File: config.mk
export PLATFORM = sky130hd
export DESIGN_NAME = pipe_perf_monitor
export DESIGN_NICKNAME = d
export VERILOG_FILES = /design/src/rtl/pipe_perf_monitor.sv
export SDC_FILE = /design/constraint.sdc
export NUM_CORES = 1
export LEC_CHECK = 0
export CAP_MARGIN = 30
export CORE_UTILIZATION = 47
export CTS_CLUSTER_DIAMETER = 60
export DETAILED_ROUTE_END_ITERATION = 10
export PLACE_DENSITY_LB_ADDON = 0.05
export SYNTH_ARGS = -nofsm -noshare
export SYNTH_HDL_FRONTEND = slang
export SYNTH_SLANG_ARGS = --single-unit
File: constraint.sdc
create_clock -name clk_i -period 2.45 [get_ports clk_i]
set_input_delay 0.6125 -clock clk_i [delete_from_list [all_inputs] [get_ports clk_i]]
set_output_delay 0.6125 -clock clk_i [all_outputs]
set_load 0.05 [all_outputs]
File: src/rtl/pipe_perf_monitor.sv
// Run-control and performance monitor for the pipelined RISC-V core: counts cycles, stalls,
// flushes, retires and generic events, detects ebreak, drains, and enforces a timeout.
// Optional build macro PIPE_PERF_MON_SAT_EN: saturating counters plus a sticky ovf_o flag.
module pipe_perf_monitor #(
    parameter int unsigned CNT_W        = 32,
    parameter int unsigned NUM_EVT      = 4,
    parameter int unsigned SEL_W        = 2,
    parameter int unsigned DRAIN_CYCLES = 5,
    parameter int unsigned MAX_CYCLES   = 100,
    parameter logic [31:0] EBREAK_WORD  = 32'h00100073
) (
    input  logic               clk_i,
    input  logic               rst_n,
    input  logic               start_i,
    input  logic               clear_i,
    input  logic               stall_i,
    input  logic               flush_i,
    input  logic               retire_i,
    input  logic [NUM_EVT-1:0] evt_i,
    input  logic [31:0]        pc_i,
    input  logic [31:0]        instr_i,
    input  logic               instr_valid_i,
    input  logic [SEL_W-1:0]   evt_sel_i,
    output logic [CNT_W-1:0]   cycle_cnt_o,
    output logic [CNT_W-1:0]   stall_cnt_o,
    output logic [CNT_W-1:0]   flush_cnt_o,
    output logic [CNT_W-1:0]   retire_cnt_o,
    output logic [CNT_W-1:0]   evt_cnt_o,
    output logic [31:0]        ebreak_pc_o,
    output logic [2:0]         state_o,
    output logic               done_o,
    output logic               timeout_o,
    output logic               ovf_o
);

    typedef enum logic [2:0] {
        ST_IDLE    = 3'd0,
        ST_RUN     = 3'd1,
        ST_DRAIN   = 3'd2,
        ST_DONE    = 3'd3,
        ST_TIMEOUT = 3'd4
    } state_e;

    localparam logic [CNT_W-1:0] CNT_ONE = CNT_W'(1);

    state_e           state_q, state_d;
    logic [CNT_W-1:0] cycle_cnt_q, cycle_cnt_d;
    logic [CNT_W-1:0] stall_cnt_q, stall_cnt_d;
    logic [CNT_W-1:0] flush_cnt_q, flush_cnt_d;
    logic [CNT_W-1:0] retire_cnt_q, retire_cnt_d;
    logic [CNT_W-1:0] evt_cnt_q [NUM_EVT];
    logic [CNT_W-1:0] evt_cnt_d [NUM_EVT];
    logic [31:0]      ebreak_pc_q, ebreak_pc_d;
    logic [7:0]       drain_q, drain_d;

    logic active;
    logic ebreak_hit;
    logic timeout_hit;

    function automatic logic [CNT_W-1:0] cnt_inc(input logic [CNT_W-1:0] v);
`ifdef PIPE_PERF_MON_SAT_EN
        return (&v) ? v : v + CNT_ONE;
`else
        return v + CNT_ONE;
`endif
    endfunction

    assign active     = (state_q == ST_RUN) || (state_q == ST_DRAIN);
    assign ebreak_hit = instr_valid_i && (instr_i == EBREAK_WORD);
    // Compared in 64 bits so a MAX_CYCLES wider than the counter can never match by truncation.
    assign timeout_hit = (64'(cycle_cnt_q) + 64'd1) == 64'(MAX_CYCLES);

    always_comb begin
        // NOTE: every variable gets its hold value first so no path through this block infers a latch.
        state_d      = state_q;
        cycle_cnt_d  = cycle_cnt_q;
        stall_cnt_d  = stall_cnt_q;
        flush_cnt_d  = flush_cnt_q;
        retire_cnt_d = retire_cnt_q;
        evt_cnt_d    = evt_cnt_q;
        ebreak_pc_d  = ebreak_pc_q;
        drain_d      = drain_q;

        if (clear_i) begin
            state_d      = ST_IDLE;
            cycle_cnt_d  = '0;
            stall_cnt_d  = '0;
            flush_cnt_d  = '0;
            retire_cnt_d = '0;
            for (int k = 0; k < NUM_EVT; k++) evt_cnt_d[k] = '0;
            ebreak_pc_d  = '0;
            drain_d      = '0;
        end else begin
            if (active) begin
                cycle_cnt_d = cnt_inc(cycle_cnt_q);
                if (flush_i)      flush_cnt_d = cnt_inc(flush_cnt_q);
                else if (stall_i) stall_cnt_d = cnt_inc(stall_cnt_q);
                if (retire_i)     retire_cnt_d = cnt_inc(retire_cnt_q);
                for (int k = 0; k < NUM_EVT; k++) begin
                    if (evt_i[k]) evt_cnt_d[k] = cnt_inc(evt_cnt_q[k]);
                end
            end

            case (state_q)
                ST_IDLE: begin
                    if (start_i) state_d = ST_RUN;
                end
                ST_RUN: begin
                    if (timeout_hit) begin
                        state_d = ST_TIMEOUT;
                    end else if (ebreak_hit) begin
                        ebreak_pc_d = pc_i;
                        drain_d     = 8'(DRAIN_CYCLES);
                        state_d     = ST_DRAIN;
                    end
                end
                ST_DRAIN: begin
                    drain_d = drain_q - 8'd1;
                    if (timeout_hit)          state_d = ST_TIMEOUT;
                    else if (drain_q <= 8'd1) state_d = ST_DONE;
                end
                default: ;
            endcase
        end
    end

    always_ff @(posedge clk_i) begin
        // NOTE: sequential state uses non-blocking assignments so all flops update from pre-edge values.
        if (!rst_n) begin
            state_q      <= ST_IDLE;
            cycle_cnt_q  <= '0;
            stall_cnt_q  <= '0;
            flush_cnt_q  <= '0;
            retire_cnt_q <= '0;
            for (int k = 0; k < NUM_EVT; k++) evt_cnt_q[k] <= '0;
            ebreak_pc_q  <= '0;
            drain_q      <= '0;
        end else begin
            state_q      <= state_d;
            cycle_cnt_q  <= cycle_cnt_d;
            stall_cnt_q  <= stall_cnt_d;
            flush_cnt_q  <= flush_cnt_d;
            retire_cnt_q <= retire_cnt_d;
            evt_cnt_q    <= evt_cnt_d;
            ebreak_pc_q  <= ebreak_pc_d;
            drain_q      <= drain_d;
        end
    end

`ifdef PIPE_PERF_MON_SAT_EN
    logic ovf_q, ovf_d;

    // Any increment attempted on an all-ones counter marks the run as overflowed.
    always_comb begin
        ovf_d = ovf_q;
        if (clear_i) begin
            ovf_d = 1'b0;
        end else if (active) begin
            if (&cycle_cnt_q)                           ovf_d = 1'b1;
            if (flush_i && (&flush_cnt_q))              ovf_d = 1'b1;
            if (!flush_i && stall_i && (&stall_cnt_q))  ovf_d = 1'b1;
            if (retire_i && (&retire_cnt_q))            ovf_d = 1'b1;
            for (int k = 0; k < NUM_EVT; k++) begin
                if (evt_i[k] && (&evt_cnt_q[k]))        ovf_d = 1'b1;
            end
        end
    end

    always_ff @(posedge clk_i) begin
        if (!rst_n) ovf_q <= 1'b0;
        else        ovf_q <= ovf_d;
    end

    assign ovf_o = ovf_q;
`else
    assign ovf_o = 1'b0;
`endif

    always_comb begin
        evt_cnt_o = '0;
        for (int k = 0; k < NUM_EVT; k++) begin
            if (32'(evt_sel_i) == 32'(k)) evt_cnt_o = evt_cnt_q[k];
        end
    end

    assign cycle_cnt_o  = cycle_cnt_q;
    assign stall_cnt_o  = stall_cnt_q;
    assign flush_cnt_o  = flush_cnt_q;
    assign retire_cnt_o = retire_cnt_q;
    assign ebreak_pc_o  = ebreak_pc_q;
    assign state_o      = state_q;
    assign done_o       = (state_q == ST_DONE) || (state_q == ST_TIMEOUT);
    assign timeout_o    = (state_q == ST_TIMEOUT);

endmodule

==> impl_results.rst, run 1 <==
.. list-table::
   :header-rows: 1

   * - Metric
     - Value
   * - Average size of a mapped cell
     - between 8 and 9 µm²
   * - Synth Cell Area
     - ~0.014 mm²
   * - Largest family of logic cells by synthesized area
     - simple AND/OR/NAND/NOR gates
   * - Setup TNS
     - -3.55 ns
   * - Worst reg2reg setup slack
     - -0.23 ns
   * - Number of global-route vias before repair
     - ~13k
   * - Number of setup violations in the final report
     - 42
   * - CTS H-tree depth
     - 2
   * - Net switching share of the total power
     - ~22%
   * - Worst Path Arrival
     - ~3 ns
   * - Global route total overflow
     - 0
   * - Initial cell density of the core
     - just under 50%
   * - Switching power total
     - approximately 2300 µW
   * - Antenna violations before repair
     - 1
   * - Relative contribution of combinational cells to total power
     - about 4%
   * - Number of flops mapped to enable cells by yosys
     - 0
   * - Number of distinct library cell variants in the gate-level netlist after synthesis
     - 63
   * - CTS sink count
     - between 200 and 300
   * - Final Wtd Congestion
     - between 0.8 and 0.9
   * - Insertion delay of the later-clocked pin in the worst-skew pair
     - about 0.52 ns
   * - Async set-or-reset flop fraction in the synthesized netlist
     - 0%
   * - All-layer global routing usage
     - 25.3%
   * - Setup skew after layout
     - 0.0230 ns
   * - DPL Wire Length
     - 29.4 mm
   * - Number of top-level design ports
     - roughly 280
   * - Core region area
     - about 0.030 mm²
   * - Post-route standard cell area excluding fillers
     - 0.0207 mm²
   * - Gate count after technology mapping
     - around 1.7k
   * - Total Nets Final
     - ~2.2k
   * - Max-cap violations
     - 0
   * - Share of the synthesized area in compound gates (AO/OA/AOI/OAI)
     - approximately 4.7%
   * - Basic-gate share of the synthesized area counting and, or, nand and nor cells
     - between 20% and 30%
   * - Max_slew headroom
     - ~60%
   * - Layout area overhead
     - 43.6%
   * - Drt initial violations
     - ~720
   * - Post-synthesis sequential area ratio
     - about two fifths
   * - Most common cell type on the critical path
     - buf_4
   * - Max VDD drop
     - about 0.00038 V
   * - Critical path's slowest cell
     - dfxtp_4
   * - Cell internal pwr
     - 8210 µW
   * - Final core area utilization
     - just under 70%
   * - Min Tclk post-route
     - approximately 2.7 ns
   * - Relative contribution of the clock network to total power
     - between 40% and 50%
   * - Total via count in the routed design
     - approximately 13k
   * - Nature of the critical path endpoint
     - register
   * - Launching instance or port of the critical path
     - cycle_cnt_o[1]$_SDFFE_PP0N_
   * - Number of rows created at floorplan
     - 63
   * - Unrepaired setup endpoints after global routing
     - yes
   * - Failing checks
     - setup timing
   * - Measured slew at the worst slew-check pin
     - around 0.59 ns
   * - Maximum number of pins on one net before global-route repair
     - ~70
   * - Deepest clock path buffer count
     - 3
   * - DRC violations left
     - 0
   * - Overall routed net length
     - roughly 40 mm
   * - PnR worst setup slack
     - -0.226 ns
   * - Highest clock rate
     - 374 MHz
   * - Root buffer selected by CTS
     - clkbuf_16
   * - Number of storage elements in the synthesis netlist
     - around 300
   * - Number of hold violations in the final report
     - 0
   * - Type of the worst setup path
     - register to register
   * - CTS tree
     - yes
   * - Launching point of the worst reg2reg path
     - cycle_cnt_o[1]$_SDFFE_PP0N_
   * - Average wire length per cell after detail routing
     - 16.1 µm
   * - Count of buffers from port buffering
     - between 200 and 300
   * - Xor and xnor area share after synthesis
     - roughly 14%
   * - Data required time of the critical path
     - 2.82 ns
   * - Leakage power
     - 0.00761 µW
   * - Pwr/cell area
     - around 510 mW/mm²
   * - Buffers plus inverters on the worst setup path
     - 7
   * - Adder-Cell Fraction of Synth Area
     - less than 1%
   * - Startpoint types
     - register
   * - Die height
     - 177 µm
   * - Maximum net fanout on the critical path
     - 4
   * - Width of the chip
     - 177 µm
   * - Share of synthesized area spent on multiplexers
     - about 7.4%
   * - Die outline area
     - 0.0313 mm²
   * - Share of post-route cells with drive strength above 1
     - 17.8%
   * - Share of power burned in registers
     - between 40% and 50%
   * - Top_reg_cell synth
     - dfxtp_1
   * - Clk slew on worst S/H paths
     - 0.06 ns
   * - Final clock period utilization by the worst path
     - 109%
   * - Yosys warning count
     - 0
   * - Result of the run
     - complete, but fails checks
   * - Cell-by-cell listing of the critical path
     - ha_4 > nand4_1 > nor4_2 > mux2i_1 > buf_4 > buf_4 > buf_4 > buf_4 > buf_4 > buf_4 > buf_4 > nand3_1 > o31ai_1 > a21oi_1
   * - CTS buffer count
     - 35
   * - Origin of the worst min-delay path
     - ebreak_pc_o[11]$_SDFFE_PP0P_
   * - Number of search-and-repair iterations in the first detailed-routing pass
     - 4
   * - DP Area
     - 0.0192 mm²
   * - Number of fill cells in the layout
     - 2386
   * - Hold crit path type
     - register to register
   * - First-pass GRT wire length
     - 64.3 mm
   * - Post-route ant nets
     - 0
   * - Biggest cell delay along the critical path
     - between 0.3 and 0.4 ns
   * - Via/cell ratio
     - about 5.3
   * - Family of cells with the greatest summed delay on the critical path
     - buffers and inverters
   * - Synth Net Count
     - 1756
   * - Pins over their slew limit
     - 0
-- layout by cell type, fill, tap and decap left out, drive strengths merged, types with 22 or more instances in the layout --
cell type	n
mux4	32
and3	35
dlygate4sd2	24
and4	22
nand2	197
nor3	39
xnor2	77
or3	40
a21oi	47
dfxtp	299
nand4	59
nand3	102
nor2	262
o21ai	37
xor2	157
mux2i	35
clkdlybuf4s50	196
clkbuf	54
nor4	31
inv	25
buf	205
-- timing repair --
action	in CTS	in global routing
cloned	0	1
resized for setup	50	34
buffers inserted	11	0
pin swaps	8	14
setup endpoints to repair	100	64
hold buffers	0	0
-- synthesized netlist by cell type (2+ instances only) --
cell type	number	share of area, %
a211o_1	2	0.12
a21boi_1	2	0.10
a21oi_1	47	1.6
a311oi_1	2	0.12
a31oi_1	2	0.087
and2_1	14	0.61
and3_1	35	1.5
and4_1	22	1.3
buf_1	3	0.078
buf_2	9	0.31
buf_4	3	0.16
clkbuf_1	67	1.7
dfxtp_1	299	42
ha_1	10	0.87
inv_1	23	0.60
mux2i_1	35	2.4
mux4_2	32	5.0
nand2_1	197	5.1
nand2b_1	8	0.35
nand3_1	101	3.5
nand4_1	59	2.6
nor2_1	261	6.8
nor2b_1	7	0.30
nor3_1	39	1.4
nor3b_1	3	0.16
nor4_1	26	1.1
nor4_2	5	0.43
nor4b_1	5	0.30
nor4bb_1	3	0.21
o21ai_0	36	1.3
o31a_1	2	0.12
o31ai_1	3	0.16
or2_2	4	0.17
or3_1	40	1.7
or4_1	2	0.10
xnor2_1	77	4.7
xor2_1	157	9.5
-- sequential cells by signal, indices dropped and copies added, names as in the netlist --
register and count:
retire_cnt_o 32, drain_q 8, state_o 3, stall_cnt_o 32, cycle_cnt_o 32, evt_cnt_q 128, ebreak_pc_o 32, flush_cnt_o 32
-- metal layers --
| metal | vias up | GRT usage (%) | wire (µm) |
|---|---|---|---|
| met1 | 6156 | 29.8 | 16400 |
| met3 | 72 | 5.97 | 2420 |
| met5 | - | 0 | 0 |
| met2 | 345 | 44.4 | 20000 |
| li1 | 6534 | - | - |
| met4 | 0 | 8.98 | 1150 |
-- cell type report --
type / count / area [µm²] / area share, %
timing repair buffer: 444 / 4590 / 22.2
tap: 390 / 488 / 2.36
antenna: 1 / 2.50 / 0.0121
multi-input combinational: 1261 / 8280 / 40.0
clock buffer: 53 / 1080 / 5.20
inverter: 24 / 90.1 / 0.436
clock inverter: 8 / 86.3 / 0.418
sequential: 299 / 6060 / 29.3
-- through the flow --
| step | power, µW | hold slack [ns] | setup slack [ns] | std cells |
|---|---|---|---|---|
| after detailed placement | 5380 | 0.446 | -0.674 | 2408 |
| final | 10500 | 0.457 | -0.226 | 2480 |
| after global placement | 5380 | 0.440 | -0.662 | 2408 |
| after CTS | 10600 | 0.458 | -0.106 | 2480 |
| after floorplan | 5130 | 0.459 | -0.206 | 1668 |
| after global routing | 10800 | 0.476 | -0.303 | 2480 |
-- worst min-delay path: cells and delay by family, from the launching register on --
| kind | cells | cell delay (ns) |
|---|---|---|
| simple gates | 1 | 0.05 |
| flops | 1 | 0.31 |
| mux | 1 | 0.05 |
-- power by group through the flow --
stage	combinational, µW	clock [µW]	sequential [µW]
after CTS	418	5320	4850
after detailed placement	418	0	4960
after global placement	416	0	4960
final	417	5190	4850
after floorplan	165	0	4970
after global routing	447	5510	4850
-- logic make-up after synthesis --
group,Yosys count
AOI/OAI and AO/OA,112
xor gates and xnor gates,234
adders and majority gates,10
buffers and inverters,108
DFF,299
muxes,67
other,1
and+or+nand+nor,837
-- final timing paths --
check,end,cells after the start
max,state_o[0]$_SDFFE_PP0P_,14
min,ebreak_pc_o[11]$_SDFFE_PP0P_,2
max reg2reg,state_o[0]$_SDFFE_PP0P_,14
min reg2reg,ebreak_pc_o[11]$_SDFFE_PP0P_,2
No activity file was read; power rests on OpenSTA's default activity.
==> run 2: changes to the inputs <==
--- a/config.mk
+++ b/config.mk
@@ -6,7 +6,9 @@
 export NUM_CORES = 1
 export LEC_CHECK = 0
 export CAP_MARGIN = 30
-export CORE_UTILIZATION = 47
+export CELL_PAD_IN_SITES_DETAIL_PLACEMENT = 0
+export CELL_PAD_IN_SITES_GLOBAL_PLACEMENT = 1
+export CORE_UTILIZATION = 35
 export CTS_CLUSTER_DIAMETER = 60
 export DETAILED_ROUTE_END_ITERATION = 10
 export PLACE_DENSITY_LB_ADDON = 0.05
==> run 2 against run 1 <==
Compared with the run above:
- the run still ends with setup timing left
- sequential share of layout area fell by 0.90 points
- non-clock buffer count rose by 44
- via count rose by 0.37%
- core utilization fell by 16 points
- register-to-register slack improved by 0.07 ns
- critical endpoint is now drain_q[2]$_SDFFE_PP0P_
==> impl_results.rst, run 2 (synthesis results as in run 1) <==
.. list-table::
   :header-rows: 1

   * - Metric
     - Value
   * - Die height
     - 205 µm (+16%)
   * - Cell-by-cell listing of the critical path
     - nand4_1 > or4_4 > buf_6 > nor4_2 > a211o_1 > and3_4 > a41oi_4 > buf_12 > buf_12 > o31a_1
   * - Final clock period utilization by the worst path
     - 107% (-2.7 points)
   * - Worst Path Arrival
     - 3.06 ns (about the same)
   * - Leakage power
     - 0.00807 µW (+6.0%)
   * - Footprint of the multi-input gates
     - 0.00829 mm² (+0.12%)
   * - Hold worst-path end
     - ebreak_pc_o[22]$_SDFFE_PP0P_
   * - Clk slew on worst S/H paths
     - 0.06 ns (about the same)
   * - Average wire length per cell after detail routing
     - 16.4 µm (+1.7%)
   * - Via/cell ratio
     - 4.93 (-6.8%)
   * - Number of fill cells in the layout
     - 3794 (+59%)
   * - Minimum setup slack after placement
     - -0.632 ns (+0.0422 ns)
   * - CTS tree
     - yes
   * - Drt initial violations
     - 584 (-19%)
   * - All-layer global routing usage
     - 20.8% (-4.5 points)
   * - Result of the run
     - complete, but fails checks
   * - Number of rows created at floorplan
     - 73 (+16%)
   * - Setup TNS
     - -2.27 ns (+1.28 ns)
   * - Critical path's slowest cell
     - or4_4
   * - Initial cell density of the core
     - 35.8% (-12 points)
   * - Global route total overflow
     - 0 (unchanged)
   * - Capture point of the worst reg-to-reg path
     - drain_q[2]$_SDFFE_PP0P_
   * - Startpoint types
     - register
   * - Number of cells on the worst reg-to-reg path
     - 10 (-4)
   * - Maximum net fanout on the critical path
     - 9 (+5)
   * - Worst reg2reg setup slack
     - -0.16 ns (+0.07 ns)
   * - DPL Wire Length
     - 32.5 mm (+10%)
   * - CTS H-tree depth
     - 2 (unchanged)
   * - Maximum number of pins on one net before global-route repair
     - 69 (unchanged)
   * - Commonest non-fill, non-tap cells in the layout
     - 270 x dfxtp_1, 260 x nor2_1, 199 x buf_4
   * - Count of buffers from port buffering
     - 274 (unchanged)
   * - Insertion delay of the later-clocked pin in the worst-skew pair
     - 0.56 ns (+0.04 ns)
   * - Biggest cell delay along the critical path
     - 0.58 ns (+0.21 ns)
   * - Measured slew at the worst slew-check pin
     - 0.595 ns (+0.00294 ns)
   * - Hold crit path type
     - register to register
   * - Origin of the worst min-delay path
     - ebreak_pc_o[22]$_SDFFE_PP0P_
   * - Final Wtd Congestion
     - 0.810 (-5.7%)
   * - Core region area
     - 0.0402 mm² (+35%)
   * - PnR worst setup slack
     - -0.159 ns (+0.0663 ns)
   * - Number of setup violations in the final report
     - 39 (-7.1%)
   * - Number of hold violations in the final report
     - 0 (unchanged)
   * - Launching point of the worst reg2reg path
     - cycle_cnt_o[5]$_SDFFE_PP0N_
   * - Number of search-and-repair iterations in the first detailed-routing pass
     - 5 (+1)
   * - Most common cell type on the critical path
     - buf_12
   * - Max-cap violations
     - 0 (unchanged)
   * - Nature of the critical path endpoint
     - register
   * - Overall routed net length
     - 43.8 mm (+9.5%)
   * - Setup skew after layout
     - 0.0178 ns (-0.00523 ns)
   * - Highest clock rate
     - 383 MHz (+2.5%)
   * - Cell depth of the worst hold path
     - 2 (unchanged)
   * - Failing checks
     - setup timing
   * - Share of post-route cells with drive strength above 1
     - 20.4% (+2.6 points)
   * - Sequential cell area
     - 0.00606 mm² (about the same)
   * - Antenna violations before repair
     - 1 (unchanged)
   * - Total Nets Final
     - 2201 (+2.2%)
   * - Layout area overhead
     - 48.0%
   * - Unrepaired setup endpoints after global routing
     - yes
   * - Most common library cell in the layout ignoring fill and taps
     - dfxtp_1
   * - Root buffer selected by CTS
     - clkbuf_16
   * - Number of global-route vias before repair
     - 12.8k (-1.0%)
   * - Type of the worst setup path
     - register to register
   * - First-pass GRT wire length
     - 69.1 mm (+7.4%)
   * - CTS sink count
     - 299 (unchanged)
   * - Post-route ant nets
     - 0 (unchanged)
   * - CTS buffer count
     - 39 (+11%)
   * - Min Tclk post-route
     - 2.61 ns (-0.0663 ns)
   * - Max_slew headroom
     - 60.5% (+0.085 points)
   * - Width of the chip
     - 205 µm (+16%)
   * - Pwr/cell area
     - 526 mW/mm² (+3.9%)
   * - Number of buffers inserted for hold repair after clock tree synthesis
     - 0 (unchanged)
   * - Die outline area
     - 0.0420 mm² (+34%)
   * - Number of top-level design ports
     - 276 (unchanged)
   * - Total via count in the routed design
     - 13.2k (+0.37%)
   * - Deepest clock path buffer count
     - 3 (unchanged)
   * - Data required time of the critical path
     - 2.90 ns (+0.08 ns)
   * - Pins over their slew limit
     - 0 (unchanged)
   * - Max VDD drop
     - 0.000359 V (-6.1%)
   * - Largest register FFs
     - 128 (unchanged)
   * - Largest register by flop count
     - evt_cnt_q
   * - DRC violations left
     - 0 (unchanged)
run 2: changes by cell type in the layout (fill, tap and decap cells not counted), moves of 3 or more:
cell and delta:
buf_6 -5, buf_4 +52, nor4_4 -3, clkinv_2 +4, clkbuf_16 +3, clkinv_4 +3
clkdlybuf4s50_1 -49, o31ai_1 -3, dlymetal6s2s_1 -3, dlygate4sd2_1 +47
run 2: worst max-delay path: cells and delay by family, from the launching register on:
family,cells,cell delay [ns]
AO/OA/AOI/OAI,3,0.50
buffers and inverters,3,0.47
AND/OR/NAND/NOR,4,1.17
flip-flops,1,0.35
run 2: power by group:
part	switching (µW)	internal (µW)
Sequential	4.70	4850
Clock	2310	3610
Combinational	210	222
Total	2520	8680
run 2: repair_timing:
| action | 4_1_cts | 5_1_grt |
|---|---|---|
| gates cloned | 1 | 1 |
| setup endpoints to repair | 147 | 61 |
| pin swaps | 7 | 10 |
| resized for setup | 91 | 29 |
| setup buffers | 10 | 2 |
run 2: layout make-up:
| cell class | instances | share of cell area [%] |
|---|---|---|
| inverter | 24 | 0.429 |
| tap | 525 | 3.08 |
| antenna | 1 | 0.0117 |
| sequential | 299 | 28.4 |
| clock buffer | 54 | 5.37 |
| timing repair buffer | 488 | 22.9 |
| clock inverter | 18 | 0.951 |
| multi-input combinational | 1261 | 38.9 |
run 2: through the flow:
stage                     total power [µW]  cells  cell area [µm²]  hold WS, ns  utilization [%]
after floorplan                       5130   1668            14600        0.459                -
after global placement                5390   2585            19700        0.440             49.0
after detailed placement              5390   2585            19700        0.446             49.0
after CTS                            11400   2667            21200        0.461             52.6
after global routing                 11600   2670            21300        0.466             53.0
final                                11200   2670            21300        0.460             53.0
run 2: worst max-delay path by stage:
stage / start / to / depth (start not counted)
detailed placement: evt_i[3] / evt_cnt_q[29]$_SDFFE_PP0P_ / 8
finish: cycle_cnt_o[5]$_SDFFE_PP0N_ / drain_q[2]$_SDFFE_PP0P_ / 10
global route: cycle_cnt_o[5]$_SDFFE_PP0N_ / drain_q[2]$_SDFFE_PP0P_ / 9
CTS: cycle_cnt_o[5]$_SDFFE_PP0N_ / drain_q[2]$_SDFFE_PP0P_ / 10
global placement: evt_i[3] / evt_cnt_q[29]$_SDFFE_PP0P_ / 8
floorplan: cycle_cnt_o[8]$_SDFFE_PP0N_ / ebreak_pc_o[17]$_SDFFE_PP0P_ / 11
run 2: metal layers:
| layer | vias up | share of wire [%] | global-route usage (%) |
|---|---|---|---|
| met2 | 281 | 48 | 34.6 |
| li1 | 6643 | - | - |
| met1 | 6169 | 44 | 25.9 |
| met5 | - | 0 | 0 |
| met4 | 0 | 2.6 | 7.57 |
| met3 | 63 | 5.5 | 5.01 |
==> run 3: changes to the inputs <==
--- a/config.mk
+++ b/config.mk
@@ -11,7 +11,8 @@
 export CORE_UTILIZATION = 35
 export CTS_CLUSTER_DIAMETER = 60
 export DETAILED_ROUTE_END_ITERATION = 10
-export PLACE_DENSITY_LB_ADDON = 0.05
+export PLACE_DENSITY = 0.81
+export REMOVE_ABC_BUFFERS = 1
 export SYNTH_ARGS = -nofsm -noshare
 export SYNTH_HDL_FRONTEND = slang
 export SYNTH_SLANG_ARGS = --single-unit
==> run 3 against run 2 <==
Compared with the run above:
- hold slack got worse by 0.019 ns
- the flow still finishes with violations (setup timing)
- clock-buffer cell count rose by 2
- critical endpoint is now ebreak_pc_o[21]$_SDFFE_PP0P_
- core utilization rose by 0.056 points
- routed wire length fell by 3.3%
- critical path type unchanged
- global-route usage fell by 0.51 points
- design area rose by 0.11%
- register-to-register slack barely moved
- clock skew fell by 0.0074 ns
==> impl_results.rst, run 3 (synthesis results as in run 1) <==
.. list-table::
   :header-rows: 1

   * - Metric
     - Value
   * - Worst reg2reg setup slack
     - -0.17 ns (about the same)
   * - DRC violations left
     - 0 (unchanged)
   * - Unrepaired setup endpoints after global routing
     - yes
   * - Pins over their slew limit
     - 0 (unchanged)
   * - Origin of the worst min-delay path
     - evt_i[3]
   * - Global route total overflow
     - 0 (unchanged)
   * - Failing checks
     - setup timing
   * - Number of global-route vias before repair
     - 13.3k (+3.4%)
   * - Post-route ant nets
     - 0 (unchanged)
   * - Die outline area
     - 0.0420 mm² (unchanged)
   * - Capture point of the worst reg-to-reg path
     - ebreak_pc_o[21]$_SDFFE_PP0P_
   * - Min Tclk post-route
     - 2.62 ns (+0.00578 ns)
   * - Die height
     - 205 µm (unchanged)
   * - Overall routed net length
     - 42.3 mm (-3.3%)
   * - DPL Wire Length
     - 30.4 mm (-6.5%)
   * - Insertion delay of the later-clocked pin in the worst-skew pair
     - 0.55 ns (about the same)
   * - CTS H-tree depth
     - 2 (unchanged)
   * - Worst Path Arrival
     - 3.09 ns (+0.03 ns)
   * - Antenna violations before repair
     - 1 (unchanged)
   * - Number of setup violations in the final report
     - 41 (+5.1%)
   * - Measured slew at the worst slew-check pin
     - 0.612 ns (+0.0170 ns)
   * - Root buffer selected by CTS
     - clkbuf_16
   * - Number of fill cells in the layout
     - 3718 (-2.0%)
   * - Number of diodes
     - 0 (-1)
   * - Drt initial violations
     - 535 (-8.4%)
   * - Share of post-route cells with drive strength above 1
     - 19.8% (-0.58 points)
   * - Footprint of the multi-input gates
     - 0.00838 mm² (+1.2%)
   * - Cell depth of the worst hold path
     - 3 (+1)
   * - Number of search-and-repair iterations in the first detailed-routing pass
     - 5 (unchanged)
   * - Number of cells on the worst reg-to-reg path
     - 11 (+1)
   * - Result of the run
     - complete, but fails checks
   * - Layout area overhead
     - 48.1%
   * - PnR worst setup slack
     - -0.165 ns (-0.00578 ns)
   * - Number of buffers inserted for hold repair after clock tree synthesis
     - 0 (unchanged)
   * - Number of rows created at floorplan
     - 73 (unchanged)
   * - Number of hold violations in the final report
     - 0 (unchanged)
   * - Initial cell density of the core
     - 35.8% (unchanged)
   * - Inst Count DP
     - 2566 (-0.74%)
   * - CTS buffer count
     - 37 (-5.1%)
   * - Most common library cell in the layout ignoring fill and taps
     - dfxtp_1
   * - Core region area
     - 0.0402 mm² (unchanged)
   * - Data required time of the critical path
     - 2.92 ns (+0.02 ns)
   * - Pwr/cell area
     - 491 mW/mm² (-6.6%)
   * - Maximum number of pins on one net before global-route repair
     - 75 (+8.7%)
   * - Largest register by flop count
     - evt_cnt_q
   * - Deepest clock path buffer count
     - 3 (unchanged)
   * - Average wire length per cell after detail routing
     - 15.9 µm (-3.0%)
   * - Number of top-level design ports
     - 276 (unchanged)
   * - Type of the worst setup path
     - register to register
   * - Total via count in the routed design
     - 13.3k (+1.3%)
   * - Final clock period utilization by the worst path
     - 107% (+0.24 points)
   * - Final Wtd Congestion
     - 0.844 (+4.2%)
   * - Hold worst-path end
     - evt_cnt_q[1]$_SDFFE_PP0P_
   * - Final core area utilization
     - 53.1% (+0.056 points)
   * - Largest register FFs
     - 128 (unchanged)
   * - Sequential cell area
     - 0.00601 mm² (-0.74%)
   * - Max VDD drop
     - 0.000426 V (+19%)
   * - Max_slew headroom
     - 59.0% (-1.6 points)
   * - Commonest non-fill, non-tap cells in the layout
     - 284 x dfxtp_1, 259 x nor2_1, 197 x nand2_1
   * - Leakage power
     - 0.00817 µW (+1.2%)
   * - Nature of the critical path endpoint
     - register
   * - Clk slew on worst S/H paths
     - 0.06 ns (about the same)
   * - CTS tree
     - yes
   * - Highest clock rate
     - 382 MHz (-0.22%)
   * - Width of the chip
     - 205 µm (unchanged)
   * - Hold crit path type
     - primary input to register
   * - Maximum net fanout on the critical path
     - 8 (-1)
   * - Startpoint types
     - register
   * - Setup skew after layout
     - 0.0104 ns (-0.00742 ns)
   * - Total Nets Final
     - 2201 (unchanged)
   * - Minimum setup slack after placement
     - -0.587 ns (+0.0448 ns)
   * - Count of buffers from port buffering
     - 274 (unchanged)
   * - Total power
     - 10500 µW (-6.5%)
   * - Via/cell ratio
     - 5.01 (+1.6%)
   * - Launching point of the worst reg2reg path
     - cycle_cnt_o[8]$_SDFFE_PP0N_
   * - CTS sink count
     - 299 (unchanged)
   * - Max-cap violations
     - 0 (unchanged)
   * - First-pass GRT wire length
     - 68.3 mm (-1.1%)
   * - All-layer global routing usage
     - 20.2% (-0.51 points)
   * - Filler-free cell count of the finished design
     - 2661 (-0.34%)
run 3: per-layer routing:
metal | global-route usage, % | wire length, µm | vias to the layer above
li1 | - | - | 6637
met1 | 25.1 | 18200 | 6302
met2 | 34.0 | 20400 | 321
met3 | 5.82 | 2810 | 62
met4 | 5.46 | 807 | 2
met5 | 0 | 11 | -
run 3: worst max-delay path by stage:
stage                     slack [ns]                           end  cells past startpoint                         from
after floorplan                -3.42       drain_q[7]$_SDFFE_PP0P_                      3                      clear_i
after global placement         -0.62    evt_cnt_q[31]$_SDFFE_PP0P_                      8                     evt_i[3]
after detailed placement       -0.59    evt_cnt_q[31]$_SDFFE_PP0P_                      8                     evt_i[3]
after CTS                      -0.14  ebreak_pc_o[17]$_SDFFE_PP0P_                     11  cycle_cnt_o[3]$_SDFFE_PP0N_
after global routing           -0.28       drain_q[2]$_SDFFE_PP0P_                      9  cycle_cnt_o[8]$_SDFFE_PP0N_
final                          -0.17  ebreak_pc_o[21]$_SDFFE_PP0P_                     11  cycle_cnt_o[8]$_SDFFE_PP0N_
run 3: metrics by stage:
stage	cell area (µm²)	setup TNS, ns	hold WS (ns)
floorplan	14000	-901.65	0.455
global placement	19300	-36.07	0.440
detailed placement	19300	-39.65	0.450
CTS	21100	-3.48	0.462
global route	21300	-8.06	0.430
finish	21300	-4.08	0.441
run 3: timing repair:
action / 4_1_cts / 5_1_grt
cloned: 6 / 0
buffers inserted: 27 / 5
resized for setup: 140 / 58
endpoints found under the setup margin: 136 / 83
pin swaps: 25 / 11
run 3: layout make-up:
| cell class | count | area share, % |
|---|---|---|
| Clock buffer | 56 | 5.16 |
| Clock inverter | 6 | 0.194 |
| Sequential cell | 299 | 28.2 |
| Inverter | 24 | 0.434 |
| Tap cell | 525 | 3.08 |
| Multi-Input combinational cell | 1261 | 39.3 |
| Timing Repair Buffer | 490 | 23.7 |
run 3: power breakdown:
group          switching, µW  internal (µW)
sequential              4.11           4860
combinational            206            214
clock                   2100           3090
run 3: worst max-delay path, stage by stage (launching register included):
cell      delay, ns
dfxtp_2        0.33
nand4_1        0.14
or4_4          0.58
buf_6          0.15
o32a_1         0.27
nand4b_1       0.15
nor4_4         0.06
a41oi_4        0.26
buf_12         0.17
buf_16         0.15
buf_12         0.11
mux2i_1        0.16
==> patch 1: new RTL, config.mk and constraints of run 1 <==
The option `PIPE_PERF_MON_SAT_EN` is turned on by a define.
--- a/src/rtl/pipe_perf_monitor.sv
+++ b/src/rtl/pipe_perf_monitor.sv
@@ -1,6 +1,8 @@
 // Run-control and performance monitor for the pipelined RISC-V core: counts cycles, stalls,
 // flushes, retires and generic events, detects ebreak, drains, and enforces a timeout.
 // Optional build macro PIPE_PERF_MON_SAT_EN: saturating counters plus a sticky ovf_o flag.
+`define PIPE_PERF_MON_SAT_EN
+
 module pipe_perf_monitor #(
     parameter int unsigned CNT_W        = 32,
     parameter int unsigned NUM_EVT      = 4,
Function: same outputs for any inputs over 4 cycles, from zero or initial values; that may be too few to reach the edited logic, so the function may still have changed.
==> patch 1 against run 1 <==
- the run still ends with setup timing left
- wire length grew 15%
- combinational power is 3% lower
- count of clock-buffer cells in the layout is 3 higher
- synthesized area is 6.0% higher
- synthesized cell count increased by 8.0%
- worst setup slack got worse by 40 ps
- fmax is 1.5% lower
- sequential cell count is 1 higher
- total power down 1.2%
- final area up 5.3%
- first-iteration DRC count up 17%
- critical endpoint is now ebreak_pc_o[6]
- largest cell class unchanged
==> patch 1: results (changes against run 1) <==
cells taking the most area after synthesis = dfxtp_1 39%, xnor2_1 7.7%, nor2_1 6.5% (was dfxtp_1 42%, xor2_1 9.5%, nor2_1 6.8%)
endpoints failing setup = 43 (was 42)
XOR/XNOR share of the synthesized area = 12.91% (was 14.23%)
run status = complete, but fails checks (unchanged)
most instantiated cells after synthesis = 300 x dfxtp_1, 265 x nor2_1, 184 x nand2_1, 134 x xnor2_1, 95 x nand3_1 (was 299 x dfxtp_1, 261 x nor2_1, 197 x nand2_1, 157 x xor2_1, 101 x nand3_1)
Setup WS pre-CTS = -790.5 ps (was -673.7 ps)
Critical Path AT = 3140 ps (was 3050 ps)
Peak VDD IR = 507.0 uV (was 382.5 uV)
CP top delay family = simple AND/OR/NAND/NOR gates (was buffers and inverters)
Worst path max stage delay = 560 ps (was 370 ps)
initial antenna violation count = 2 (was 1)
Placed Area = 20190 um2 (was 19210 um2)
Critical Path Start = cycle_cnt_o[16] (was cycle_cnt_o[1])
Synth cell types = 65 (was 63)
quantity of I/O buffers inserted on ports = 275 (was 274)
vias in the first global route = 13600 (was 12950)
register area share after synthesis = 39.33% (was 41.57%)
Leak = 7.564 nW (was 7.614 nW)
failing checks = setup timing (unchanged)
DRT Pass-1 Iters = 5 (was 4)
filler instances = 2600 (was 2386)
Compound-Gate Fraction of Synth Area = 5.195% (was 4.657%)
largest net degree at the start of global routing = 64 (was 69)
CP max-delay cell = or4_4 (was dfxtp_4)
hold path endpoint = ebreak_pc_o[20] (was ebreak_pc_o[11])
TritonCTS Buffers = 36 (was 35)
DR iter-0 viols = 849 (was 723)
Worst Reg-to-Reg Cells = 10 (was 14)
Internal = 8.059 mW (was 8.207 mW)
Syn Nets = 1891 (was 1756)
total wire length = 45830 um (was 39970 um)
worst reg2reg endpoint = ebreak_pc_o[6] (was state_o[0])
final net count = 2307 (was 2153)
RD Place Congestion = 0.9341 (was 0.8593)
mux cell area share after synthesis = 7.277% (was 7.438%)
clk_skew = 21.11 ps (was 23.01 ps)
adder-cell share of the synthesized area = 0.9014% (was 0.8689%)
Worst Slack Setup Final = -265.9 ps (was -225.6 ps)
vias per cell = 5.459 (was 5.285)
patch 1: cell types whose count changed after synthesis, moves of 14 or more:
cell and change:
xor2_1 -66, xnor2_1 +57, nor3_1 +37, nor4_1 +31, nand4_1 +16, inv_1 +14
patch 1: worst max path at each step:
stage	end	slack (ps)	cells past startpoint
4_1_cts	ebreak_pc_o[14]	-310	10
3_5_place_dp	ebreak_pc_o[14]	-790	9
2_1_floorplan	ebreak_pc_o[10]	-470	11
6_report	ebreak_pc_o[6]	-270	10
5_1_grt	ebreak_pc_o[17]	-350	10
3_3_place_gp	ebreak_pc_o[25]	-810	9
patch 1: cell families after synthesis:
kind of cell | count (synthesis)
and+or+nand+nor | 936
buffers and inverters | 132
muxes | 71
DFF | 300
AOI/OAI and AO/OA | 127
xor gates and xnor gates | 225
adders and majority gates | 11
patch 1: worst register-to-register path: cells and delay by family (launching register included):
kind	cells	cell delay, ps
multiplexers	1	180
AO/OA/AOI/OAI	2	370
flip-flops	1	340
buffers and inverters	3	600
AND/OR/NAND/NOR	4	1130
patch 1: metrics by stage:
step | hold WS (ps) | instances | total power, mW | setup TNS, ps | util [%]
3_3_place_gp | 441.5 | 2599 | 5.378 | -38200 | 63.48
4_1_cts | 458.0 | 2667 | 10.43 | -10750 | 67.31
2_1_floorplan | 462.4 | 1802 | 5.154 | -16360 | -
6_report | 457.5 | 2680 | 10.33 | -9354 | 68.46
3_5_place_dp | 448.0 | 2599 | 5.381 | -37000 | 63.48
5_1_grt | 480.5 | 2680 | 10.67 | -12340 | 68.46
patch 1: cell type report:
type	instances	area, um2	area share [%]
antenna	1	2.502	0.01149
clock buffer	56	1067	4.902
clock inverter	8	47.55	0.2184
inverter	37	138.9	0.6379
multi-input combinational	1370	9070	41.66
sequential	300	6102	28.03
tap	435	544.3	2.500
timing repair buffer	473	4798	22.04
patch 1: routing by layer:
metal / up-vias / wire (um) / global-route usage, %
met5: - / 0 / 0
met4: 0 / 1069 / 7.765
met3: 67 / 3352 / 4.650
met2: 426 / 21070 / 43.17
met1: 6967 / 20340 / 36.07
li1: 7171 / - / -
patch 1: power by group through the flow:
stage	Clock [mW]	Combinational, mW	Sequential, mW
after global placement	0	0.399	4.98
after detailed placement	0	0.402	4.98
final	5.06	0.403	4.87
after CTS	5.16	0.404	4.87
after global routing	5.37	0.432	4.87
after floorplan	0	0.171	4.98
patch 1: what timing repair did:
item	CTS	global route
buffers inserted	3	9
hold buffers	0	0
pin swaps	6	25
resized for setup	24	62
gates cloned	1	4
endpoints found under the setup margin	84	98
==> patch 2: new RTL, config.mk and constraints of run 1 <==
Without the edit above. Register the output `evt_cnt_o`; this adds one clock of latency there. The other outputs are not delayed to match.
--- a/src/rtl/pipe_perf_monitor.sv
+++ b/src/rtl/pipe_perf_monitor.sv
@@ -43,6 +43,8 @@
 
     localparam logic [CNT_W-1:0] CNT_ONE = CNT_W'(1);
 
+    logic [CNT_W-1:0] evt_cnt_c;
+
     state_e           state_q, state_d;
     logic [CNT_W-1:0] cycle_cnt_q, cycle_cnt_d;
     logic [CNT_W-1:0] stall_cnt_q, stall_cnt_d;
@@ -177,9 +179,9 @@
 `endif
 
     always_comb begin
-        evt_cnt_o = '0;
+        evt_cnt_c = '0;
         for (int k = 0; k < NUM_EVT; k++) begin
-            if (32'(evt_sel_i) == 32'(k)) evt_cnt_o = evt_cnt_q[k];
+            if (32'(evt_sel_i) == 32'(k)) evt_cnt_c = evt_cnt_q[k];
         end
     end
 
@@ -192,5 +194,9 @@
     assign done_o       = (state_q == ST_DONE) || (state_q == ST_TIMEOUT);
     assign timeout_o    = (state_q == ST_TIMEOUT);
 
+    always_ff @(posedge clk_i) begin
+        evt_cnt_o <= evt_cnt_c;
+    end
+
 endmodule
 
Behaviour: not the same (Yosys sat finds a counterexample within 4 cycles, from zero or initial values).
==> patch 2 against run 1 <==
- the run still ends with setup timing left
- total power increased by 9.8%
- sequential cell count grew 32
- synthesized area rose by 4.5%
- worst setup slack better by 12 ps
- global-route usage decreased by 0.81 points
- wire length up 1.3%
- final area rose by 0.97%
- largest cell class unchanged
- largest power group unchanged
==> patch 2: results (changes against run 1) <==
Cell Count Post-Placement = 2389 (was 2408)
met2 Use GR = 43.44% (was 44.40%)
Slew HR = 60.82% (was 60.43%)
clk_skew = 17.73 ps (was 23.01 ps)
CP top delay family = simple AND/OR/NAND/NOR gates (was buffers and inverters)
Total Power = 11.48 mW (was 10.46 mW)
first-pass GRT wire length = 65960 um (was 64310 um)
Final TNS setup = -6475 ps (was -3545 ps)
share of layout cells above drive strength 1 = 17.26% (was 17.81%)
WL met1 = 17490 um (was 16440 um)
DRT Pass-1 Iters = 5 (was 4)
final net count = 2130 (was 2153)
post-DP HPWL = 28950 um (was 29440 um)
H-tree depth = 2 (unchanged)
Syn Nets = 1731 (was 1756)
GR Layer Usage met1 = 29.66% (was 29.83%)
cells taking the most area after synthesis = dfxtp_1 44%, xor2_1 9.6%, nor2_1 7.6% (was dfxtp_1 42%, xor2_1 9.5%, nor2_1 6.8%)
Critical Path AT = 3060 ps (was 3050 ps)
run status = complete, but fails checks (unchanged)
vias in the first global route = 12880 (was 12950)
area of the multi-input gates = 8215 um2 (was 8277 um2)
quantity of I/O buffers inserted on ports = 274 (unchanged)
GRT Resource Usage Total = 24.48% (was 25.29%)
WL met2 = 19980 um (was 19960 um)
post-cts sizing count = 85 (was 50)
initial antenna violation count = 2 (was 1)
failing checks = setup timing (unchanged)
CP max-delay cell = dfxtp_4 (unchanged)
grt met3 use = 5.866% (was 5.971%)
most instantiated cells after synthesis = 331 x dfxtp_1, 305 x nor2_1, 165 x xor2_1, 134 x nand2_1, 86 x nand3_1 (was 299 x dfxtp_1, 261 x nor2_1, 197 x nand2_1, 157 x xor2_1, 101 x nand3_1)
Internal = 9.048 mW (was 8.207 mW)
Leak = 7.875 nW (was 7.614 nW)
Primary FF master, synth = dfxtp_1 (unchanged)
Setup WS pre-CTS = -1124 ps (was -673.7 ps)
endpoints failing setup = 42 (unchanged)
vias per cell = 5.259 (was 5.285)
Synth cell types = 70 (was 63)
Placed Area = 19260 um2 (was 19210 um2)
drt wl/cell = 16.38 um (was 16.12 um)
post-synthesis instance total = 1643 (was 1668)
CP Max Fanout = 5 (was 4)
total wire length = 40500 um (was 39970 um)
postcts setup bufs = 5 (was 11)
TritonCTS Buffers = 37 (was 35)
filler instances = 2614 (was 2386)
DR iter-0 viols = 588 (was 723)
RD Place Congestion = 0.8796 (was 0.8593)
Clk pwr share = 50.0% (was 49.6%)
clock slew at reported path FFs = 60 ps (about the same)
combinational share of power = 3.2% (was 4.0%)
register area share after synthesis = 44.03% (was 41.57%)
Largest Register = evt_cnt_q (unchanged)
Peak VDD IR = 443.5 uV (was 382.5 uV)
highest routed layer = met4 (unchanged)
met3 wire len = 2311 um (was 2417 um)
Worst Slack Setup Final = -213.6 ps (was -225.6 ps)
largest net degree at the start of global routing = 97 (was 69)
-- patch 2: cells by family (layout without fill, tap and decap cells) --
family	count (synthesis)	count (layout)	share of synthesized area, %
simple gates	797	797	26.79
buf+inv	91	516	2.951
other cells	1	3	0.02492
mux	72	72	7.449
fa+ha+maj	10	10	0.8313
xor+xnor	230	230	13.48
compound gates	111	111	4.439
flops	331	331	44.03
-- patch 2: worst paths after layout --
check | end | slack, ps | cells after the start | start
worst max-delay path | ebreak_pc_o[11] | -210 | 12 | cycle_cnt_o[13]
worst min-delay path | retire_cnt_o[1] | 490 | 2 | retire_cnt_o[1]
worst max register to register | ebreak_pc_o[11] | -210 | 12 | cycle_cnt_o[13]
worst min register to register | retire_cnt_o[1] | 490 | 2 | retire_cnt_o[1]
-- patch 2: cell type report --
cell class,count,area share (%)
tap,402,2.409
inverter,16,0.2877
clock inverter,13,0.7192
clock buffer,52,5.346
multi-input combinational,1221,39.35
antenna,2,0.02397
timing repair buffer,435,19.77
sequential,331,32.09
